$ cat src/rtl/udp_depacketizer_pkg.sv
// Shared Ethernet/IPv4/UDP constants and parser state encoding for the
// UDP packetizer/depacketizer pair.
package udp_depacketizer_pkg;

  localparam logic [15:0] ETHERTYPE_IPV4 = 16'h0800;
  localparam logic [7:0]  IP_PROTO_UDP   = 8'd17;
  localparam logic [7:0]  IPV4_VER_IHL   = 8'h45;
  localparam logic [15:0] UDP_HDR_BYTES  = 16'd8;

  // Header word indices on the shift16 MAC stream (word 0 carries the pad).
  localparam logic [3:0] W_DMAC_HI  = 4'd0;
  localparam logic [3:0] W_DMAC_LO  = 4'd1;
  localparam logic [3:0] W_ETYPE    = 4'd3;
  localparam logic [3:0] W_VER_LEN  = 4'd4;
  localparam logic [3:0] W_FRAG     = 4'd5;
  localparam logic [3:0] W_PROTO    = 4'd6;
  localparam logic [3:0] W_SRC_IP   = 4'd7;
  localparam logic [3:0] W_DST_IP   = 4'd8;
  localparam logic [3:0] W_PORTS    = 4'd9;
  localparam logic [3:0] W_UDP_LEN  = 4'd10;

  typedef enum logic [2:0] {
    ST_IDLE,
    ST_HDR,
    ST_PAYLOAD,
    ST_DROP,
    ST_DROP_SILENT
  } state_e;

endpackage

$ cat src/rtl/udp_depacketizer_ip_csum16.sv
// Incremental ones-complement adder taking two halfwords per add; sum is the
// folded total including the current din, acc holds the running value.
module ip_csum16 (
  input  logic        clk,
  input  logic        rst,
  input  logic        clr,
  input  logic        add,
  input  logic [31:0] din,
  output logic [15:0] sum
);

  logic [15:0] acc_q, acc_d;
  logic [15:0] base;
  logic [17:0] raw;
  logic [16:0] fold1;

  // Two end-around folds are enough: three 16-bit addends peak at 0x2FFFD.
  always_comb begin
    base  = clr ? 16'h0000 : acc_q;
    raw   = {2'b00, base} + {2'b00, din[31:16]} + {2'b00, din[15:0]};
    fold1 = {1'b0, raw[15:0]} + {15'd0, raw[17:16]};
    sum   = fold1[15:0] + {15'd0, fold1[16]};
    if (add) begin
      acc_d = sum;
    end else begin
      acc_d = base;
    end
  end

  always_ff @(posedge clk) begin
    if (rst) begin
      acc_q <= 16'h0000;
    end else begin
      acc_q <= acc_d;
    end
  end

endmodule

$ cat src/rtl/udp_depacketizer.sv
// Ethernet/IPv4/UDP receive filter delivering the UDP payload as a word stream.
// Optional IPv4 header checksum verification: define DEPKT_IPCSUM_EN.
module udp_depacketizer
  import udp_depacketizer_pkg::*;
#(
  parameter logic [47:0] LOCAL_MAC  = 48'h021234566790,
  parameter logic [31:0] LOCAL_IP   = {8'd10, 8'd0, 8'd0, 8'd2},
  parameter logic [15:0] LOCAL_PORT = 16'd32179,
  parameter int          CNT_W      = 16
) (
  input  logic             clk,
  input  logic             rst,
  input  logic [31:0]      ff_rx_data,
  input  logic             ff_rx_sop,
  input  logic             ff_rx_eop,
  input  logic [1:0]       ff_rx_mod,
  input  logic             ff_rx_dval,
  input  logic             ff_rx_err,
  output logic             ff_rx_rdy,
  output logic [31:0]      pl_data,
  output logic             pl_valid,
  input  logic             pl_ready,
  output logic             pl_sop,
  output logic             pl_eop,
  output logic [1:0]       pl_mod,
  output logic             pl_err,
  output logic [CNT_W-1:0] rx_good_cnt,
  output logic [CNT_W-1:0] rx_drop_cnt
);

  state_e           state_q, state_d;
  logic [3:0]       idx_q, idx_d;
  logic [15:0]      rem_q, rem_d;
  logic             mac_local_q, mac_local_d;
  logic             mac_bcast_q, mac_bcast_d;
  logic             first_q, first_d;
  logic [31:0]      pl_data_q, pl_data_d;
  logic             pl_valid_q, pl_valid_d;
  logic             pl_sop_q, pl_sop_d;
  logic             pl_eop_q, pl_eop_d;
  logic [1:0]       pl_mod_q, pl_mod_d;
  logic             pl_err_q, pl_err_d;
  logic [CNT_W-1:0] good_q, good_d;
  logic [CNT_W-1:0] drop_q, drop_d;
  logic             good_inc, drop_inc;
  logic             out_free, accept, hdr_ok, csum_ok;
  logic [2:0]       mod_tail;
  logic [15:0]      udp_rem;

  // A sop arriving mid-payload stalls the MAC one cycle while the flush word goes out.
  assign out_free  = ~pl_valid_q | pl_ready;
  assign ff_rx_rdy = (state_q == ST_PAYLOAD) ? (out_free & ~(ff_rx_dval & ff_rx_sop)) : 1'b1;
  assign accept    = ff_rx_dval & ff_rx_rdy;
  assign udp_rem   = ff_rx_data[31:16] - UDP_HDR_BYTES;
  assign mod_tail  = 3'd4 - rem_q[2:0];

`ifdef DEPKT_IPCSUM_EN
  logic [15:0] csum_sum;
  logic        csum_add;
  assign csum_add = accept & ~ff_rx_sop & (state_q == ST_HDR) &
                    (idx_q >= W_VER_LEN) & (idx_q <= W_DST_IP);
  ip_csum16 u_csum (
    .clk (clk),
    .rst (rst),
    .clr (accept & ff_rx_sop),
    .add (csum_add),
    .din (ff_rx_data),
    .sum (csum_sum)
  );
  assign csum_ok = (csum_sum == 16'hFFFF);
`else
  assign csum_ok = 1'b1;
`endif

  always_comb begin
    case (idx_q)
      W_DMAC_LO: hdr_ok = (mac_local_q && ff_rx_data == LOCAL_MAC[31:0]) ||
                          (mac_bcast_q && ff_rx_data == 32'hFFFF_FFFF);
      W_ETYPE:   hdr_ok = (ff_rx_data[15:0] == ETHERTYPE_IPV4);
      W_VER_LEN: hdr_ok = (ff_rx_data[31:24] == IPV4_VER_IHL);
      W_FRAG:    hdr_ok = (ff_rx_data[13:0] == 14'd0);
      W_PROTO:   hdr_ok = (ff_rx_data[23:16] == IP_PROTO_UDP);
      W_DST_IP:  hdr_ok = (ff_rx_data == LOCAL_IP) && csum_ok;
      W_PORTS:   hdr_ok = (ff_rx_data[15:0] == LOCAL_PORT);
      W_UDP_LEN: hdr_ok = (ff_rx_data[31:16] >= UDP_HDR_BYTES);
      default:   hdr_ok = 1'b1;
    endcase
  end

  always_comb begin
    state_d     = state_q;
    idx_d       = idx_q;
    rem_d       = rem_q;
    mac_local_d = mac_local_q;
    mac_bcast_d = mac_bcast_q;
    first_d     = first_q;
    pl_data_d   = pl_data_q;
    pl_valid_d  = pl_valid_q & ~pl_ready;
    pl_sop_d    = pl_sop_q;
    pl_eop_d    = pl_eop_q;
    pl_mod_d    = pl_mod_q;
    pl_err_d    = pl_err_q;
    good_inc    = 1'b0;
    drop_inc    = 1'b0;

    if (state_q == ST_PAYLOAD && ff_rx_dval && ff_rx_sop && out_free) begin
      pl_valid_d = 1'b1;
      pl_data_d  = 32'h0000_0000;
      pl_sop_d   = 1'b0;
      pl_eop_d   = 1'b1;
      pl_err_d   = 1'b1;
      pl_mod_d   = 2'd0;
      drop_inc   = 1'b1;
      state_d    = ST_IDLE;
    end else if (accept && ff_rx_sop) begin
      // A sop outside IDLE aborts the frame in progress; sop+eop is a runt.
      drop_inc    = (state_q != ST_IDLE) | ff_rx_eop;
      mac_local_d = (ff_rx_data[15:0] == LOCAL_MAC[47:32]);
      mac_bcast_d = (ff_rx_data[15:0] == 16'hFFFF);
      idx_d       = W_DMAC_LO;
      state_d     = ff_rx_eop ? ST_IDLE : ST_HDR;
    end else if (accept) begin
      case (state_q)
        ST_HDR: begin
          if (ff_rx_eop) begin
            drop_inc = 1'b1;
            state_d  = ST_IDLE;
          end else if (!hdr_ok) begin
            state_d = ST_DROP;
          end else if (idx_q == W_UDP_LEN) begin
            rem_d   = udp_rem;
            first_d = 1'b1;
            state_d = (udp_rem == 16'd0) ? ST_DROP_SILENT : ST_PAYLOAD;
          end else begin
            idx_d = idx_q + 4'd1;
          end
        end
        ST_PAYLOAD: begin
          pl_valid_d = 1'b1;
          pl_data_d  = ff_rx_data;
          pl_sop_d   = first_q;
          first_d    = 1'b0;
          pl_eop_d   = 1'b0;
          pl_err_d   = 1'b0;
          pl_mod_d   = 2'd0;
          if (rem_q <= 16'd4) begin
            pl_eop_d = 1'b1;
            pl_mod_d = mod_tail[1:0];
            if (ff_rx_eop) begin
              pl_err_d = ff_rx_err;
              drop_inc = ff_rx_err;
              good_inc = ~ff_rx_err;
              state_d  = ST_IDLE;
            end else begin
              state_d = ST_DROP_SILENT;
            end
          end else begin
            rem_d = rem_q - 16'd4;
            if (ff_rx_eop) begin
              pl_eop_d = 1'b1;
              pl_err_d = 1'b1;
              pl_mod_d = ff_rx_mod;
              drop_inc = 1'b1;
              state_d  = ST_IDLE;
            end else begin
              state_d = ST_PAYLOAD;
            end
          end
        end
        ST_DROP: begin
          if (ff_rx_eop) begin
            drop_inc = 1'b1;
            state_d  = ST_IDLE;
          end else begin
            state_d = ST_DROP;
          end
        end
        ST_DROP_SILENT: begin
          // Payload already delivered; the trailing eop decides good vs dropped.
          if (ff_rx_eop) begin
            good_inc = ~ff_rx_err;
            drop_inc = ff_rx_err;
            state_d  = ST_IDLE;
          end else begin
            state_d = ST_DROP_SILENT;
          end
        end
        default: state_d = ST_IDLE;
      endcase
    end else begin
      state_d = state_q;
    end

    good_d = good_inc ? good_q + CNT_W'(1) : good_q;
    drop_d = drop_inc ? drop_q + CNT_W'(1) : drop_q;
  end

  always_ff @(posedge clk) begin
    if (rst) begin
      state_q     <= ST_IDLE;
      idx_q       <= W_DMAC_HI;
      rem_q       <= 16'd0;
      mac_local_q <= 1'b0;
      mac_bcast_q <= 1'b0;
      first_q     <= 1'b0;
      pl_data_q   <= 32'h0000_0000;
      pl_valid_q  <= 1'b0;
      pl_sop_q    <= 1'b0;
      pl_eop_q    <= 1'b0;
      pl_mod_q    <= 2'd0;
      pl_err_q    <= 1'b0;
      good_q      <= '0;
      drop_q      <= '0;
    end else begin
      state_q     <= state_d;
      idx_q       <= idx_d;
      rem_q       <= rem_d;
      mac_local_q <= mac_local_d;
      mac_bcast_q <= mac_bcast_d;
      first_q     <= first_d;
      pl_data_q   <= pl_data_d;
      pl_valid_q  <= pl_valid_d;
      pl_sop_q    <= pl_sop_d;
      pl_eop_q    <= pl_eop_d;
      pl_mod_q    <= pl_mod_d;
      pl_err_q    <= pl_err_d;
      good_q      <= good_d;
      drop_q      <= drop_d;
    end
  end

  assign pl_data     = pl_data_q;
  assign pl_valid    = pl_valid_q;
  assign pl_sop      = pl_sop_q;
  assign pl_eop      = pl_eop_q;
  assign pl_mod      = pl_mod_q;
  assign pl_err      = pl_err_q;
  assign rx_good_cnt = good_q;
  assign rx_drop_cnt = drop_q;

endmodule

$ cat config.mk
export PLATFORM = sky130hd
export DESIGN_NAME = udp_depacketizer
export DESIGN_NICKNAME = d
export VERILOG_FILES = /design/src/rtl/udp_depacketizer_pkg.sv /design/src/rtl/udp_depacketizer_ip_csum16.sv /design/src/rtl/udp_depacketizer.sv
export SDC_FILE = /design/constraint.sdc
export NUM_CORES = 1
export LEC_CHECK = 0
export ABC_AREA = 1
export CAP_MARGIN = 20
export CORE_ASPECT_RATIO = 2
export CORE_MARGIN = 3
export CORE_UTILIZATION = 30
export CTS_CLUSTER_DIAMETER = 120
export DETAILED_ROUTE_END_ITERATION = 8
export GPL_TIMING_DRIVEN = 0
export HOLD_SLACK_MARGIN = 0.03
export PLACE_DENSITY = 0.52
export SYNTH_ARGS = -nofsm -noshare
export SYNTH_HDL_FRONTEND = slang
export SYNTH_SLANG_ARGS = --single-unit
$ cat constraint.sdc
create_clock -name clk -period 5.2 [get_ports clk]
set_input_delay 1.3 -clock clk [delete_from_list [all_inputs] [get_ports clk]]
set_output_delay 1.3 -clock clk [all_outputs]
set_load 0.01 [all_outputs]
* Word-level counts from Yosys, hierarchy flattened
Index checks and enable logic that the tools add are counted.
** Storage, ports and cells
- Bits in latches :: 0
- Bits of input ports :: 41
- Flip-flop bits (word level) :: 96
- Output and inout port bits :: 71
- Memories :: 0
- Memory bits (writable) :: 0
- Bits in read-only memories :: 0
- Logic and storage cells :: 145
** Operators by class
- Shift operators :: 0
- Bitwise operators :: 12
- Divide/modulo/power cells :: 0
- Multiply operators :: 0
- Reduce and logical (&&, ||, !) cells :: 25
- $add $sub $neg :: 6
- $lt $le $gt $ge :: 2
- Equal/unequal tests :: 29
- Mux-type cells :: 57
** Operators by type and width (number)
- $mux 16 :: 4
- $add 16x1->16 const B :: 2
- $eq 32x28->1 const B :: 1
- $eq 32x30->1 const B :: 1
- $eq 32x32->1 const B :: 1
- $pmux 16 s2 :: 1
- $mux 1 :: 29
- $mux 3 :: 8
- $mux 4 :: 6
- $eq 16x10->1 const B :: 1
- $eq 16x12->1 const B :: 1
- $eq 16x15->1 const B :: 1
- $eq 16x16->1 const B :: 1
- $ge 16x4->1 const B :: 1
- $le 16x3->1 const B :: 1
- $logic_not 16->1 :: 1
- $sub 16x3->16 const B :: 1
- $sub 16x4->16 const B :: 1
- $logic_not 14->1 :: 1
- $eq 4x3->1 const B :: 3
- $eq 4x4->1 const B :: 3
- $ne 2x2->1 const B :: 6
- $pmux 3 s4 :: 1
- $reduce_bool 2->1 :: 6
- other kinds (27) :: 49

* Longest topological paths before layout
- Word-level depth :: 9
- Depth in mapped cells :: 18
- Mapped depth without buffers :: 18

* Least setup slack after synthesis
OpenSTA, ideal clock, no wires.
- Kind :: input to output
- Start point :: input pl_ready
- End point :: output ff_rx_rdy
- Arrival :: 1681 ps
- Cell stages on the path :: 4
- Path buffers :: 0
- Slack :: 2219 ps
- Data required time :: 3900 ps
- Cell sequence :: nor2_1 > inv_1 > nand2_1 > nand2_2
** Between the ends
- Word-level cells in the longest chain between the ends :: 3
** RTL lines
- from (decl) :: RTL line udp_depacketizer.sv:22 : input logic pl_ready,
- $or 1x1->1 :: RTL line udp_depacketizer.sv:51 : assign out_free = ~pl_valid_q | pl_ready;
- $and 1x1->1 :: RTL line udp_depacketizer.sv:52 : assign ff_rx_rdy = (state_q == ST_PAYLOAD) ? (out_free & ~(ff_rx_dval & ff_rx_sop)) : 1'b1;
- $mux 1 :: RTL line udp_depacketizer.sv:52
- to (decl) :: RTL line udp_depacketizer.sv:19 : output logic ff_rx_rdy,
No other way between the ends.

* Worst setup path in the final report
Ends and elaborated chain as after synthesis.

==> run summary <==
Worst-skew pair later-pin latency -> 0.36 ns
Crit. Startpoint -> pl_ready
Async set-reset flop share out of synthesis -> 0%
Total track usage -> 20.58%
Clock tree from TritonCTS -> built
Design Area, Final -> 7241 µm²
Final Hold Vio Count -> 0
P_sw -> 426.6 µW
DR vias -> 5923
Synth Instances -> 875
EDFF count, synth -> 0
Max-cap viol count -> 0
GRT met1 Usage -> 19.64%
Post-CTS Resized -> 0
Worst R2R End -> rem_q[6]$_SDFFE_PP0P_
Status -> complete, no violations
Setup TNS Final -> 0 ns
Mapped cell area -> 5579 µm²
Ant. Diodes -> 0
Row cnt -> 70
DR DRC count -> 0
Core area -> 18310 µm²
Layout Nets -> 1046
Final min period -> 4.045 ns
Power Dens Cells -> 226.1 nW/µm²
Multiplexer share of the synthesized area -> 0%
Synth Area in Simple Gates -> 33.93%
Dpl ws -> 1.148 ns
Clock sinks -> 96
CTS H-tree depth -> 3
Final GP Congestion -> 0.9295
Max_slew headroom -> 49.25%
Share of post-route cells with drive strength above 1 -> 6.200%
Synthesized netlist net count -> 926
Most frequent cell after synthesis -> nand2_1
Drt via density -> 4.871
Internal power -> 1.210 mW
R2R Path Start -> idx_q[0]$_SDFFE_PP0P_
Final Slew Violations -> 0
Pwr Total -> 1.637 mW
Lkg Pwr -> 2.953 nW
Clock share of power -> 42.3%
CTS Buffer Depth -> 2
Initial Util -> 30.48%
Yosys top cell by area -> dfxtp_1
Hold Buf Count CTS -> 0
Util after Layout -> 39.56%
Postcts setup bufs -> 0
Compound-gate portion of the synthesized area -> 17.13%
#FFs+latches synth -> 96
Synth cell types -> 41
Largest net degree at the start of global routing -> 15
Sequential Power Share -> 45.6%
Flop2flop setup slack -> 2.85 ns
Hold Crit Class -> flip-flop to flip-flop
CP Capture Point -> ff_rx_rdy
Combinational share of power -> 12.0%
Met3 usage -> 3.264%
Final period util -> 77.79%
First-pass GRT wire length -> 32020 µm
RSZ-0062 raised after global routing -> no
Vias in the first global route -> 6218
Yosys Warn Count -> 0
Met2 Use GR -> 40.48%
Largest family of logic cells by synthesized area -> simple AND/OR/NAND/NOR gates
WL/cell -> 16.45 µm
Yosys top cell area share -> 34.45%
Worst path arrival time -> 2.75 ns
Total gr overflow -> 0
Worst setup EP type -> output port
Highest clock rate -> 247.2 MHz
Crit Path Class -> primary input to output port
Primary FF master, synth -> dfxtp_1
Grt peak-use layer -> met2
Total Wirelength -> 20000 µm
Routed Antenna Nets -> 0
Xor and xnor area share after synthesis -> 2.041%
Area Growth Syn to Fin -> 29.78%
Mean Syn Cell Area -> 6.376 µm²
Critical Path RT -> 3.90 ns
I/O pin total -> 112
Reg2reg path depth -> 12
Final setup vio count -> 0
Detailed placement HPWL -> 16340 µm
Die area -> 20370 µm²
Clock root cell -> clkbuf_16
Die Wd -> 102.4 µm
Synth top cells by count -> 187 x nand2_1, 134 x nor2_1, 99 x inv_1, 96 x dfxtp_1, 78 x a21oi_1
Largest cells by area after synthesis -> dfxtp_1 34%, nand2_1 13%, nor2_1 9.0%
Die Y-Extent -> 198.9 µm
Crit path max fanout -> 3
Worst-path clk slew -> 0.06 ns
Startpoint types -> primary input
Drt pass-1 iters -> 4
DRT iter0 DRCs -> 231
Final setup margin -> 1.155 ns
Post-Synth Adder-Cell Area -> 2.243%
# port buffers -> 109
Max IR drop VDD -> 170.8 µV
CTS buffer count -> 9
Dpl cell area -> 6940 µm²
Slew @ Worst Pin -> 0.7584 ns
Initial antenna violation count -> 0
Sw Share -> 26.07%
Seq/Total Area, Yosys -> 34.45%
Clock skew -> 0.006682 ns
[per-layer routing]
layer / up-vias / routed length (µm)
li1: 3081 / -
met1: 2661 / 6951
met2: 142 / 11460
met3: 39 / 739
met4: 0 / 846
met5: - / 0
[how the worst min path moves through the flow]
stage	startpoint	to	slack [ns]	depth (start not counted)
final	rx_good_cnt[4]$_SDFFE_PP0P_	rx_good_cnt[4]$_SDFFE_PP0P_	0.46	2
after global routing	rem_q[1]$_SDFFE_PP0P_	rem_q[1]$_SDFFE_PP0P_	0.49	2
after CTS	rx_good_cnt[4]$_SDFFE_PP0P_	rx_good_cnt[4]$_SDFFE_PP0P_	0.47	2
after detailed placement	rx_good_cnt[4]$_SDFFE_PP0P_	rx_good_cnt[4]$_SDFFE_PP0P_	0.46	2
after global placement	rx_good_cnt[4]$_SDFFE_PP0P_	rx_good_cnt[4]$_SDFFE_PP0P_	0.45	2
after floorplan	mac_local_q$_SDFFE_PP0P_	mac_local_q$_SDFFE_PP0P_	0.43	2
[metrics by stage]
stage                     cells  hold slack [ns]
after floorplan             875           0.4282
after global placement     1200           0.4513
after detailed placement   1200           0.4569
after CTS                  1216           0.4683
after global routing       1216           0.4915
final                      1216           0.4645
[state kept, by name (all words and copies together) (netlist names)]
signal       flops
pl_data         32
rem_q           16
rx_drop_cnt     16
rx_good_cnt     16
idx_q            4
state_q          3
pl_mod           2
first_q          1
mac_bcast_q      1
mac_local_q      1
pl_eop           1
pl_err           1
pl_sop           1
pl_valid         1
[placed cells by master, fill, tap and decap left out, types with 2 or more instances in the layout]
cell type	count
nand2_1	187
nor2_1	134
clkdlybuf4s50_1	109
inv_1	99
dfxtp_1	96
a21oi_1	78
o21ai_0	75
nand3_1	56
nor3_1	18
o21ai_1	14
nand4_1	13
inv_2	12
clkbuf_1	12
xor2_1	11
ha_1	10
clkbuf_16	9
buf_2	8
nand2_2	5
a31oi_1	5
nor2_2	4
buf_4	4
nor4_1	4
buf_6	4
nor3_4	3
nand3_2	2
nand3b_1	2
nor3_2	2
xnor2_1	2
o21a_1	2
o31ai_1	2
clkinv_2	2
clkbuf_8	2
[logic make-up after synthesis]
group,after synthesis
simple gates,436
compound gates,183
flops,96
buf+inv,137
xor+xnor,13
fa+ha+maj,10
[cell type report]
class / instances / area, µm²
clock inverters: 3 / 40.04
plain buffers: 26 / 152.6
well taps: 216 / 270.3
inverters: 111 / 416.7
flip-flops and latches: 96 / 1922
clock buffers: 13 / 260.3
multi-input cells: 642 / 3088
repair buffers: 109 / 1091
fillers: 1974 / 11060
[power by group through the flow]
| stage | Clock [mW] | Combinational, mW | Sequential, mW |
|---|---|---|---|
| floorplan | 0 | 0.109 | 0.763 |
| global placement | 0 | 0.198 | 0.764 |
| detailed placement | 0 | 0.198 | 0.764 |
| CTS | 0.717 | 0.199 | 0.747 |
| global route | 0.744 | 0.221 | 0.747 |
| finish | 0.693 | 0.197 | 0.747 |
[worst max-delay path, cell delays in order]
cell             delay (ns)
clkdlybuf4s50_1        0.40
nor2_1                 0.28
inv_1                  0.10
nand2_1                0.09
nand2_2                0.07
clkdlybuf4s50_1        0.50
Power figures use the tool's default switching activity.
